**src/rtl/noc_pkg.sv**
```systemverilog
// Shared router link definitions: default flit width, buffer depth, flit type and pointer sizing.
package noc_pkg;

   localparam int FLIT_W    = 32;
   localparam int BUF_DEPTH = 4;

   typedef logic [FLIT_W-1:0] flit_t;

   // Pointer width for a buffer of the given depth; never narrower than one bit
   function automatic int PTR_W(input int depth);
      return (depth <= 2) ? 1 : $clog2(depth);
   endfunction

endpackage

```
**src/rtl/ifc_fifo_mem.sv**
```systemverilog
// Flit storage array for the input buffer: one synchronous write port, one asynchronous read port.
module ifc_fifo_mem #(
   parameter int DATA_W = 32,
   parameter int DEPTH  = 4,
   parameter int AW     = 2
) (
   input  logic              clk,
   input  logic              we,
   input  logic [AW-1:0]     waddr,
   input  logic [DATA_W-1:0] wdata,
   input  logic [AW-1:0]     raddr,
   output logic [DATA_W-1:0] rdata
);

   logic [DATA_W-1:0] mem [DEPTH];

   // Contents are deliberately not reset; stale flits are masked by the owner's count
   always_ff @(posedge clk) begin
      if (we) begin
         mem[waddr] <= wdata;
      end
   end

   assign rdata = mem[raddr];

endmodule

```
**src/rtl/input_flow_control.sv**
```systemverilog
// Receiver-side link buffer: stores upstream flits, asserts ret when full, show-ahead drain port.
// Define IFC_OVF_CHECK_EN to flag writes attempted while full on a sticky err output.
module input_flow_control
   import noc_pkg::*;
#(
   parameter int DATA_W = FLIT_W,
   parameter int DEPTH  = BUF_DEPTH
) (
   input  logic              clk,
   input  logic              rst_n,
   input  logic              val,
   input  logic [DATA_W-1:0] din,
   output logic              ret,
   output logic              empty,
   input  logic              read,
   output logic [DATA_W-1:0] dout,
   output logic              err
);

   localparam int AW    = PTR_W(DEPTH);
   localparam int CNT_W = AW + 1;

   logic [AW-1:0]    wr_ptr;
   logic [AW-1:0]    rd_ptr;
   logic [CNT_W-1:0] count;
   logic             full;
   logic             wr_en;
   logic             rd_en;

   // Flags come only from the count register so ret never depends combinationally on val
   assign full  = (count == CNT_W'(DEPTH));
   assign empty = (count == '0);
   assign ret   = full;

   assign wr_en = val && !full;
   assign rd_en = read && !empty;

   always_ff @(posedge clk or negedge rst_n) begin
      if (!rst_n) begin
         wr_ptr <= '0;
         rd_ptr <= '0;
         count  <= '0;
      end else begin
         if (wr_en) begin
            wr_ptr <= wr_ptr + AW'(1);
         end
         if (rd_en) begin
            rd_ptr <= rd_ptr + AW'(1);
         end
         if (wr_en && !rd_en) begin
            count <= count + CNT_W'(1);
         end else if (rd_en && !wr_en) begin
            count <= count - CNT_W'(1);
         end
      end
   end

`ifdef IFC_OVF_CHECK_EN
   logic err_q;

   // Sticky until reset: upstream sent while ret was high
   always_ff @(posedge clk or negedge rst_n) begin
      if (!rst_n) begin
         err_q <= 1'b0;
      end else if (val && full) begin
         err_q <= 1'b1;
      end
   end

   assign err = err_q;
`else
   assign err = 1'b0;
`endif

   ifc_fifo_mem #(
      .DATA_W (DATA_W),
      .DEPTH  (DEPTH),
      .AW     (AW)
   ) u_mem (
      .clk   (clk),
      .we    (wr_en),
      .waddr (wr_ptr),
      .wdata (din),
      .raddr (rd_ptr),
      .rdata (dout)
   );

endmodule
```
**config.mk**
```make
export PLATFORM = sky130hd
export DESIGN_NAME = input_flow_control
export DESIGN_NICKNAME = d
export VERILOG_FILES = /design/src/rtl/noc_pkg.sv /design/src/rtl/ifc_fifo_mem.sv /design/src/rtl/input_flow_control.sv
export SDC_FILE = /design/constraint.sdc
export NUM_CORES = 1
export LEC_CHECK = 0
export ABC_AREA = 1
export BUFFER_PORTS_ARGS = -buffer_cell sky130_fd_sc_hd__buf_4
export CAP_MARGIN = 20
export CORE_UTILIZATION = 60
export CTS_BUF_LIST = sky130_fd_sc_hd__clkbuf_2 sky130_fd_sc_hd__clkbuf_4 sky130_fd_sc_hd__clkbuf_8
export DETAILED_ROUTE_END_ITERATION = 12
export GPL_TIMING_DRIVEN = 0
export PLACE_DENSITY = 0.86
export SLEW_MARGIN = 0
export SYNTH_ARGS = -nofsm -noshare
export SYNTH_HDL_FRONTEND = slang
export SYNTH_SLANG_ARGS = --single-unit
```
**constraint.sdc**
```tcl
create_clock -name clk -period 2.8 [get_ports clk]
set_input_delay 0.56 -clock clk [delete_from_list [all_inputs] [get_ports clk]]
set_output_delay 0.56 -clock clk [all_outputs]
set_load 0.01 [all_outputs]
```
**Word level (Yosys, flattened, before mapping)**

Memory sizes are Yosys's and may differ from the RTL's.
Cells that the tools add are included.

- Bits in registers: 7
- Latch bits: 0
- Bits in writable memories: 128
- Bits in read-only memories: 0
- Bits of input ports: 36
- Output and inout port bits: 35
- Logic and storage cells: 23
- Memories: 1

- Add/subtract/negate cells: 4
- Multipliers: 0
- Div/mod/pow operators: 0
- Magnitude comparators: 0
- Eq/ne operators: 1
- Shift operators: 0
- Muxes and demuxes: 4
- Bitwise gates (word level): 0
- Reduce and logical (&&, ||, !) cells: 10

Memories:

| name | depth | bits a word | read ports | clocked after memory_dff | wr ports | line | source |
|---|---|---|---|---|---|---|---|
| u_mem.mem | 4 | 32 | 1 | 0 | 1 | ifc_fifo_mem.sv:15 | `logic [DATA_W-1:0] mem [DEPTH];` |

Operators with widths:

| kind | number |
|---|---|
| 3-bit two-way mux | 2 |
| 2-bit by 1-bit adder with 2-bit output, second input constant | 2 |
| 1-bit logical AND | 4 |
| 1-bit logical NOT | 4 |
| 3-bit by 1-bit adder with 3-bit output, second input constant | 1 |
| 3-bit equality test, second input constant | 1 |
| 3-bit logical NOT | 1 |
| 3-bit by 1-bit subtractor with 3-bit output, second input constant | 1 |
| 1-bit two-way mux | 2 |
| 2-bit nonzero test | 1 |

**Depth between registers and ports, before layout**

Gate-level depths: netlist of the first run.

- Depth in word-level cells: 7
- Gate-level depth with buffers: 12
- Depth with buffers taken out: 12

**Cells and area by module**

From an unflattened synthesis of the first run, not the netlist that was laid out.

- Cell total of the unflattened synthesis: 564
- Area total of the unflattened synthesis: 5,866.9 sq um

By module, submodules not included:

| module | times used | cells each | area each (sq um) | sequential area each (sq um) |
|---|---|---|---|---|
| ifc_fifo_mem | 1 | 509 | 5,437.7 | 3,843.7 |
| input_flow_control | 1 | 55 | 429.2 | 175.2 |

**Worst setup path after synthesis of the first run**

OpenSTA, ideal clock, no wires.

- Kind: register to register
- Start point: register count[0]
- End point: memory u_mem.mem[0][0] (enable)
- Setup time: 0.421 ns
- Arrival: 2.081 ns
- Required time: 2.379 ns
- Slack: 0.298 ns
- Stages on the path, launching flop included: 5
- Path buffers: 0
- Clock period less this slack: 2.502 ns
- Path through: dfrtp_1 inv_1 nand3_1 nand2_1 nor2_1

- Longest elaborated chain between the ends: 5

RTL lines:

| what | line | source |
|---|---|---|
| start: declaration | input_flow_control.sv:25 | `logic [CNT_W-1:0] count;` |
| start signal: assignment | input_flow_control.sv:51 | `count <= count + CNT_W'(1);` |
| start signal: assignment | input_flow_control.sv:53 | `count <= count - CNT_W'(1);` |
| 3-bit equality test | input_flow_control.sv:31 | `assign full = (count == CNT_W'(DEPTH));` |
| 1-bit logical NOT | input_flow_control.sv:35 | `assign wr_en = val && !full;` |
| 1-bit logical AND | input_flow_control.sv:35 |  |
| 1-bit two-way mux | ifc_fifo_mem.sv:19 | `if (we) begin` |
| 1-bit two-way mux (implied by the code) | ifc_fifo_mem.sv:20 | `mem[waddr] <= wdata;` |
| end: declaration | ifc_fifo_mem.sv:15 |  |

No other way between the ends.

**Worst setup path after layout of the first run**

- Start point: register rd_ptr[0]
- End point: output port dout[21]

- Longest elaborated chain between the ends: 1

RTL lines:

| what | line | source |
|---|---|---|
| start: declaration | input_flow_control.sv:24 | `logic [AW-1:0] rd_ptr;` |
| start signal: assignment | input_flow_control.sv:48 | `rd_ptr <= rd_ptr + AW'(1);` |
| memory 4 x 32 bit | n/a |  |
| end: declaration | input_flow_control.sv:16 | `output logic [DATA_W-1:0] dout,` |

No other way between the ends.

==> flow_summary.toml, run 1 <==
[run_status]
status = "finished clean"

[sta]
fin_skew_ns = 0.0107
fmax_mhz = 402
period_needed_ns = 2.48
setup_viol = 0
slew_headroom_pct = 64.2
worst_pin_slew_ns = 0.538
fin_crit_sh_pct = 88.7
final-hold-violation-count = 0
rsz0062_at_grt = "false"
slew_viol_final = 0
hold_slack_ns = 0.323

[placement]
port_buffers = 69
dp.cells = 618
dp.final_hpwl_um = 7110
gp_congestion = 0.755

[grt]
track_usage_pct = 24.2
grt_max_degree = 27
antenna_found_initial = 0
grt_pass1_vias = 3664
grt_overflow_total = 0
grt_pass1_wl_um = 17100

[die]
ioPinCount = 71
dieArea_um2 = 9700
start_util_pct = 63.1
die_x_um = 98.5
core_area_um2 = 8850
die_h_um = 98.5
rows = 34

[clocking]
cts_tree = "yes"
post_cts_buffers = 0
cts.sink_count = 135
cts_resized = 0
clk_pin_slew_ns = 0.08
clk_latency_ns = 0.42
cts_made_buffers = 17
clockBufferDepth = 2
root_buffer = "clkbuf_8"
htree_levels = 4
postCtsHoldBufs = 1

[setup_path]
path_cells = "inv_2 -> clkbuf_1 -> nand2_1 -> o211ai_1 -> nand2_1 -> buf_4"
crit_fanout = 10
crit_type = "flop to primary output"
end_kind = "primary output"
timing.critical_path.mode_cell = "nand2_1"
cpMaxStageDelayCell = "dfrtp_1"
slowest_delay_ns = 0.44
critPathTopFamily = "buffers and inverters"
startpoint_type = "flop"
worst_ep_arrival_time_ns = 1.92
worst_ep_required_time_ns = 2.24
cp.buffers_inverters = 3

[pwr]
power_frac_seq_pct = 38.1
power_frac_comb_pct = 39.8
power_density_nw_per_um2 = 1080
leakagePower_nw = 2.85
p_sw_share_pct = 35.2
clockPowerShare_pct = 22.1
vdd_drop_max_uv = 656
internal_power_mw = 4.74
p_sw_mw = 2.58

[logic_synthesis]
syn-num-nets = 479
synth_area_leaders = "edfxtp_1 (69%), o211ai_1 (8.6%), nand2_1 (7.6%), inv_1 (5.4%), dfrtp_1 (3.1%)"
async_reset_ff_share_pct = 5.19
syn_area_per_cell_um2 = 12.8
synth_flop_cell = "edfxtp_1"
synth_cell_type_count = 18
syn_inst = 437
synth_most_common_cell = "edfxtp_1"
synth_seq_area_share_pct = 72.0
yosys.area.top_type = "edfxtp_1"
synth_top_area_share_pct = 68.8
ys_seq_elements = 135
synth_area_um2 = 5580
yosysWarnings = 0
synth_edf_count = 128
synthTopCellsByCount = "edfxtp_1 (128), nand2_1 (113), inv_1 (81)"

[final_layout]
area_growth_pct = 21.4
nFillCells = 484
stdcell_count = 651
antenna_cells = 0
nets = 572
layout-drive-gt1-share_pct = 23.9

[min_path]
hp-class = "input pin to flop"

[detailed_routing]
via_per_inst = 5.53
drt_first_pass_iters = 7
wl_per_cell_um = 17.2
vias = 3602
remaining_drc_errors = 0
drt_wl_total_um = 11200
drt-initial-drc-count = 266
drtAntennaViolNets = 0

[job]
drv_cap = 0
power by group through the flow:
stage | Clock, mW | Sequential, mW | Combinational, mW
3_5_place_dp | 0 | 2.83 | 2.89
5_1_grt | 1.70 | 2.82 | 3.14
2_1_floorplan | 0 | 2.81 | 1.67
3_3_place_gp | 0 | 2.84 | 2.68
6_report | 1.62 | 2.79 | 2.91
4_1_cts | 1.64 | 2.79 | 2.92
path summary, 6_finish.rpt:
path,depth (start not counted),slack [ns],to,startpoint
max in group asynchronous,2,2.19,wr_ptr[1],rst_n
min in group asynchronous,2,0.48,count[2],rst_n
max reg2reg,9,0.62,count[1],count[1]
max,6,0.32,dout[21],rd_ptr[0]
min reg2reg,2,0.51,count[2],count[2]
min,1,0.32,u_mem.mem[1][20],din[20]
per-stage QoR:
step	worst slack [ns]	total power [mW]	setup TNS, ns	utilization (%)	cell area, µm²
after CTS	0.295	7.34	0	76.6	6780
after detailed placement	0.635	5.72	0	71.8	6350
after global placement	-0.784	5.51	-96.02	70.5	6240
after floorplan	0.298	4.48	0	-	5580
final	0.315	7.32	0	76.6	6780
after global routing	0.229	7.67	0	76.6	6780
final cells by class:
type,count,area [µm²],area share [%]
plain buffers,22,196,2.90
clock inverters,15,179,2.64
repair buffers,74,616,9.08
flip-flops and latches,135,4020,59.3
clock buffers,17,234,3.45
inverters,82,308,4.54
multi-input cells,198,1090,16.1
well taps,108,135,1.99
metal layers:
layer | track usage (%) | vias to the layer above | wire (µm)
li1 | - | 1684 | -
met1 | 27.0 | 1769 | 4240
met2 | 44.0 | 131 | 6080
met3 | 5.67 | 18 | 685
met4 | 11.1 | 0 | 182
met5 | 0 | - | 0
logic make-up after synthesis:
family                   after synthesis  share of synthesized area, %
flip-flops                           135                          72.0
AND/OR/NAND/NOR                      125                          8.60
buffers and inverters                104                          9.03
AO/OA/AOI/OAI                         65                          8.69
adder cells (fa/ha/maj)                6                          1.48
XOR/XNOR                               1                         0.157
other                                  1                        0.0672
state kept, by name (all words and copies together), names as in the netlist:
| name | cells |
|---|---|
| u_mem.mem | 128 |
| count | 3 |
| rd_ptr | 2 |
| wr_ptr | 2 |
worst register-to-register path: stages, from the launching register on:
cell	delay (ns)
dfrtp_1	0.41
inv_1	0.11
nand3_1	0.17
nand2_1	0.41
inv_1	0.10
ha_1	0.21
inv_1	0.10
fa_1	0.43
nand2_1	0.08
o21ai_0	0.07
cells in the final DEF (no fill, tap or decap), drive strengths merged:
cell type and n:
clkinvlp 3, clkbuf 18, o21ai 1, dfrtp 7, nand2 113, dlygate4sd3 1, conb 1, nand3 7
nand4 1, ha 5, nor2 4, bufinv 3, edfxtp 128, o211ai 64, buf 94, xnor2 1
clkinv 7, inv 84, fa 1
No activity file was read; power rests on OpenSTA's default activity.
==> inputs of run 2 (changes only) <==
ABC_AREA = unset   (was 1)
CORE_UTILIZATION = 30   (was 60)
PLACE_DENSITY = 0.51   (was 0.86)
SLEW_MARGIN = 10   (was 0)
==> flow_summary.toml, run 2 <==
[run_status]
status = "finished clean"

[placement]
gp_congestion = 0.627
dp.cells = 499
dp.final_hpwl_um = 5700
place_area_um2 = 6000
port_buffers = 69

[min_path]
hp-class = "input pin to flop"
min-delay-start = "din[7]"

[die]
die_x_um = 132
core_area_um2 = 16600
ioPinCount = 71
dieArea_um2 = 17500
start_util_pct = 30.8
die_h_um = 132
rows = 47

[logic_synthesis]
yosys.area.top_type = "edfxtp_1"
yosysWarnings = 0
syn-num-nets = 248
syn_area_per_cell_um2 = 24.8
synth_area_um2 = 5110
synth_seq_area_share_pct = 78.7
syn_inst = 206
synth_top_area_share_pct = 75.3
synth_most_common_cell = "edfxtp_1"
synth_area_leaders = "edfxtp_1 (75%), mux4_2 (12%), dfrtp_1 (3.4%), mux4_1 (2.1%), ha_1 (1.2%)"
synth_edf_count = 128
ys_seq_elements = 135
synthTopCellsByCount = "edfxtp_1 (128), mux4_2 (28), dfrtp_1 (7)"
async_reset_ff_share_pct = 5.19
synth_flop_cell = "edfxtp_1"
synth_cell_type_count = 24

[setup_path]
worst_ep_arrival_time_ns = 1.95
crit_type = "flop to primary output"
end_kind = "primary output"
worst_ep_required_time_ns = 2.24
r2r-start = "count[0]"
crit_start = "rd_ptr[1]"
startpoint_type = "flop"
crit_fanout = 10

[final_layout]
largest_reg_flops = 128
layout-drive-gt1-share_pct = 46.6
reg.largest.list = "u_mem.mem: 128 flops, count: 3 flops"
regMostFlops = "u_mem.mem"
layout_common_cells = "edfxtp_1 (128), buf_4 (70), mux4_2 (28)"
area_growth_pct = 24.3
layout_commonest_cell = "edfxtp_1"
nets = 341
antenna_cells = 0
nFillCells = 1540
stdcell_count = 531
design_area_um2 = 6350

[detailed_routing]
wl_per_cell_um = 16.9
drt_wl_total_um = 8960
drtAntennaViolNets = 0
drt_first_pass_iters = 4
drt-initial-drc-count = 118
via_per_inst = 4.27
remaining_drc_errors = 0
vias = 2267

[grt]
grt_overflow_total = 0
grt_pass1_vias = 2563
track_usage_pct = 11.4
antenna_found_initial = 0
grt_max_degree = 20
grt_pass1_wl_um = 14200

[clocking]
root_buffer = "clkbuf_8"
clk_latency_ns = 0.43
cts_made_buffers = 17
htree_levels = 4
post_cts_buffers = 0
cts.sink_count = 135
cts_tree = "yes"
clockBufferDepth = 2
clk_pin_slew_ns = 0.07

[sta]
rsz0062_at_grt = "false"
period_needed_ns = 2.51
setup_viol = 0
fin_crit_sh_pct = 89.5
fmax_mhz = 399
fin_skew_ns = 0.00902
fin_tns_setup_ns = 0
slew_viol_final = 0
final-hold-violation-count = 0

[pwr]
leakagePower_nw = 2.22
power_density_nw_per_um2 = 1010
vdd_drop_max_uv = 333

[job]
drv_cap = 0
run 2: cell count changes after synthesis, sizes merged, moves of 3 or more:
cell | previous run | this run
mux4 | 0 | 32
o211ai | 64 | 0
xnor2 | 1 | 4
and2 | 0 | 4
nand2 | 113 | 1
nor2 | 4 | 1
inv | 82 | 4
buf | 21 | 9
nand3 | 7 | 1
run 2: repair_timing:
| item | 4_1_cts | 5_1_grt |
|---|---|---|
| resized for setup | 0 | 0 |
| hold endpoints to repair | 7 | 0 |
| hold buffers | 1 | 0 |
run 2: where the power goes:
group | switching [mW] | total (mW) | internal, mW
Combinational | 1.07 | 2.27 | 1.20
Clock | 0.678 | 1.37 | 0.695
Sequential | 0.105 | 2.78 | 2.68
run 2: per-layer routing:
metal / global-route usage [%] / vias up / routed length, µm
met4: 5.94 / 0 / 176
met2: 19.0 / 55 / 4540
met3: 4.02 / 16 / 428
met5: 0 / - / 0
met1: 12.8 / 1158 / 3820
li1: - / 1038 / -
run 2: final cells by class:
| type | count | area [µm²] | area share (%) |
|---|---|---|---|
| Clock inverter | 12 | 87.6 | 1.38 |
| Timing Repair Buffer | 74 | 623 | 9.82 |
| Sequential cell | 135 | 4020 | 63.3 |
| Buffer | 10 | 109 | 1.72 |
| Multi-Input combinational cell | 57 | 968 | 15.3 |
| Clock buffer | 19 | 249 | 3.92 |
| Tap cell | 220 | 275 | 4.34 |
| Inverter | 4 | 15.0 | 0.237 |
run 2: stage by stage:
step / hold WS (ns) / utilization, % / setup WS (ns) / total power [mW]
3_5_place_dp: 0.379 / 36.2 / 0.680 / 5.19
5_1_grt: 0.283 / 38.3 / 0.181 / 6.79
4_1_cts: 0.285 / 38.3 / 0.218 / 6.57
3_3_place_gp: 0.379 / 35.6 / -0.0592 / 5.08
6_report: 0.324 / 38.3 / 0.295 / 6.42
2_1_floorplan: 0.264 / - / 0.773 / 4.17
run 2: cell families (layout without fill, tap and decap cells):
logic type               Yosys count  in the layout  synth area share, %
AND/OR/NAND/NOR                   10             10                 1.22
XOR/XNOR                           6              6                 1.03
other                              1              1               0.0734
flip-flops                       135            135                 78.7
multiplexers                      34             34                 14.9
buffers and inverters             14            119                 2.43
adder cells (fa/ha/maj)            6              6                 1.62
run 2: worst max-delay path: stages (launching register included):
cell,delay (ns)
dfrtp_1,0.32
clkbuf_1,0.29
buf_2,0.37
mux4_2,0.37
buf_4,0.16
run 2: path summary, 6_finish.rpt:
kind,endpoint,slack (ns),depth (start not counted)
max,dout[11],0.29,4
min reg2reg,count[2],0.48,1
min,u_mem.mem[1][7],0.32,1
min in group asynchronous,count[0],0.47,2
max in group asynchronous,rd_ptr[0],2.21,2
max reg2reg,count[2],0.66,8
==> inputs of run 3 (changes only) <==
CORE_UTILIZATION = 45   (was 30)
PLACE_DENSITY = 0.69   (was 0.51)
==> flow_summary.toml, run 3 (synthesis results as in run 2) <==
[sta]
slew_viol_final = 0
setup_viol = 0
worst_pin_slew_ns = 0.513
period_needed_ns = 2.43
final-hold-violation-count = 0
fmax_mhz = 412
rsz0062_at_grt = "false"
fin_skew_ns = 0.00557
fin_tns_setup_ns = 0
slew_headroom_pct = 65.8
fin_crit_sh_pct = 86.7

[final_layout]
nFillCells = 858
stdcell_count = 452
layout-drive-gt1-share_pct = 46.8
antenna_cells = 0
regMostFlops = "u_mem.mem"
largest_reg_flops = 128
layout_commonest_cell = "edfxtp_1"
reg.largest.list = "u_mem.mem: 128 flops, count: 3 flops"
design_area_um2 = 6290
nets = 341
area_growth_pct = 23.2
regArea_um2 = 4020
layout_common_cells = "edfxtp_1 (128), buf_4 (70), mux4_2 (28)"
multi_input_area_um2 = 968

[setup_path]
worst_ep_arrival_time_ns = 1.87
cpMaxStageDelayCell = "mux4_2"
cp.buffers_inverters = 3
slowest_delay_ns = 0.37
startpoint_type = "flop"
crit_fanout = 10
path_cells = "clkbuf_1 -> buf_2 -> mux4_2 -> buf_4"
critPathTopFamily = "buffers and inverters"
crit_type = "flop to primary output"
end_kind = "primary output"
worst_ep_required_time_ns = 2.24

[pwr]
vdd_drop_max_uv = 533
power_density_nw_per_um2 = 1040
leakagePower_nw = 2.22

[clocking]
clockBufferDepth = 2
clk_pin_slew_ns = 0.08
cts_tree = "yes"
post_cts_buffers = 0
cts_made_buffers = 17
cts_resized = 0
cts.sink_count = 135
htree_levels = 4
clk_latency_ns = 0.41
root_buffer = "clkbuf_8"

[placement]
port_buffers = 69
gp_congestion = 0.698
place_area_um2 = 5910
dp.cells = 419
dp.final_hpwl_um = 5100

[grt]
grt_pass1_wl_um = 12500
grt_overflow_total = 0
grt_max_degree = 28
track_usage_pct = 15.2
grt_pass1_vias = 2458
antenna_found_initial = 0

[detailed_routing]
remaining_drc_errors = 0
drt_first_pass_iters = 4
drtAntennaViolNets = 0
vias = 2282
wl_per_cell_um = 18.2
drt-initial-drc-count = 60
via_per_inst = 5.05
drt_wl_total_um = 8220

[die]
dieArea_um2 = 11800
rows = 38
die_h_um = 109
core_area_um2 = 10900
ioPinCount = 71
start_util_pct = 46.7
die_x_um = 109

[min_path]
hp-class = "input pin to flop"

[run_status]
status = "finished clean"

[job]
drv_cap = 0
==> run 3: layout make-up <==
cell class,instances,area share [%]
sequential,135,63.9
multi-input combinational,57,15.4
timing repair buffer,74,10.0
clock buffer,18,3.84
tap,140,2.78
clock inverter,14,2.13
buffer,10,1.73
inverter,4,0.239
==> run 3: what timing repair did <==
action | CTS | global route
hold buffers | 1 | 0
hold endpoints to repair | 7 | 0
setup endpoints to repair | 0 | 0
==> run 3: worst paths after layout <==
kind / startpoint / endpoint / slack, ns / depth (start not counted)
setup reg to reg: count[0] / count[2] / 0.65 / 8
min in group asynchronous: rst_n / count[0] / 0.49 / 2
max in group asynchronous: rst_n / rd_ptr[0] / 2.19 / 2
setup / recovery: rd_ptr[1] / dout[21] / 0.37 / 4
hold / removal: din[10] / u_mem.mem[2][10] / 0.34 / 1
hold reg to reg: count[2] / count[2] / 0.52 / 1
==> run 3: per-stage QoR <==
stage	worst slack (ns)	util [%]	hold slack, ns	total power [mW]
2_1_floorplan	0.773	-	0.264	4.17
3_3_place_gp	0.0318	53.0	0.375	5.01
3_5_place_dp	0.693	54.0	0.377	5.12
4_1_cts	0.311	57.5	0.317	6.63
5_1_grt	0.238	57.5	0.312	6.86
6_report	0.373	57.5	0.344	6.52
==> run 3: power breakdown <==
| part | switching [mW] | internal, mW |
|---|---|---|
| Combinational | 1.03 | 1.21 |
| Clock | 0.706 | 0.789 |
| Sequential | 0.111 | 2.68 |
==> run 3: layer usage <==
layer	GRT usage [%]	vias to the layer above	share of wire (%)
met3	5.18	7	4.2
met2	26.5	59	53
li1	-	1037	-
met5	0	-	0
met4	5.21	0	0.95
met1	17.6	1179	42
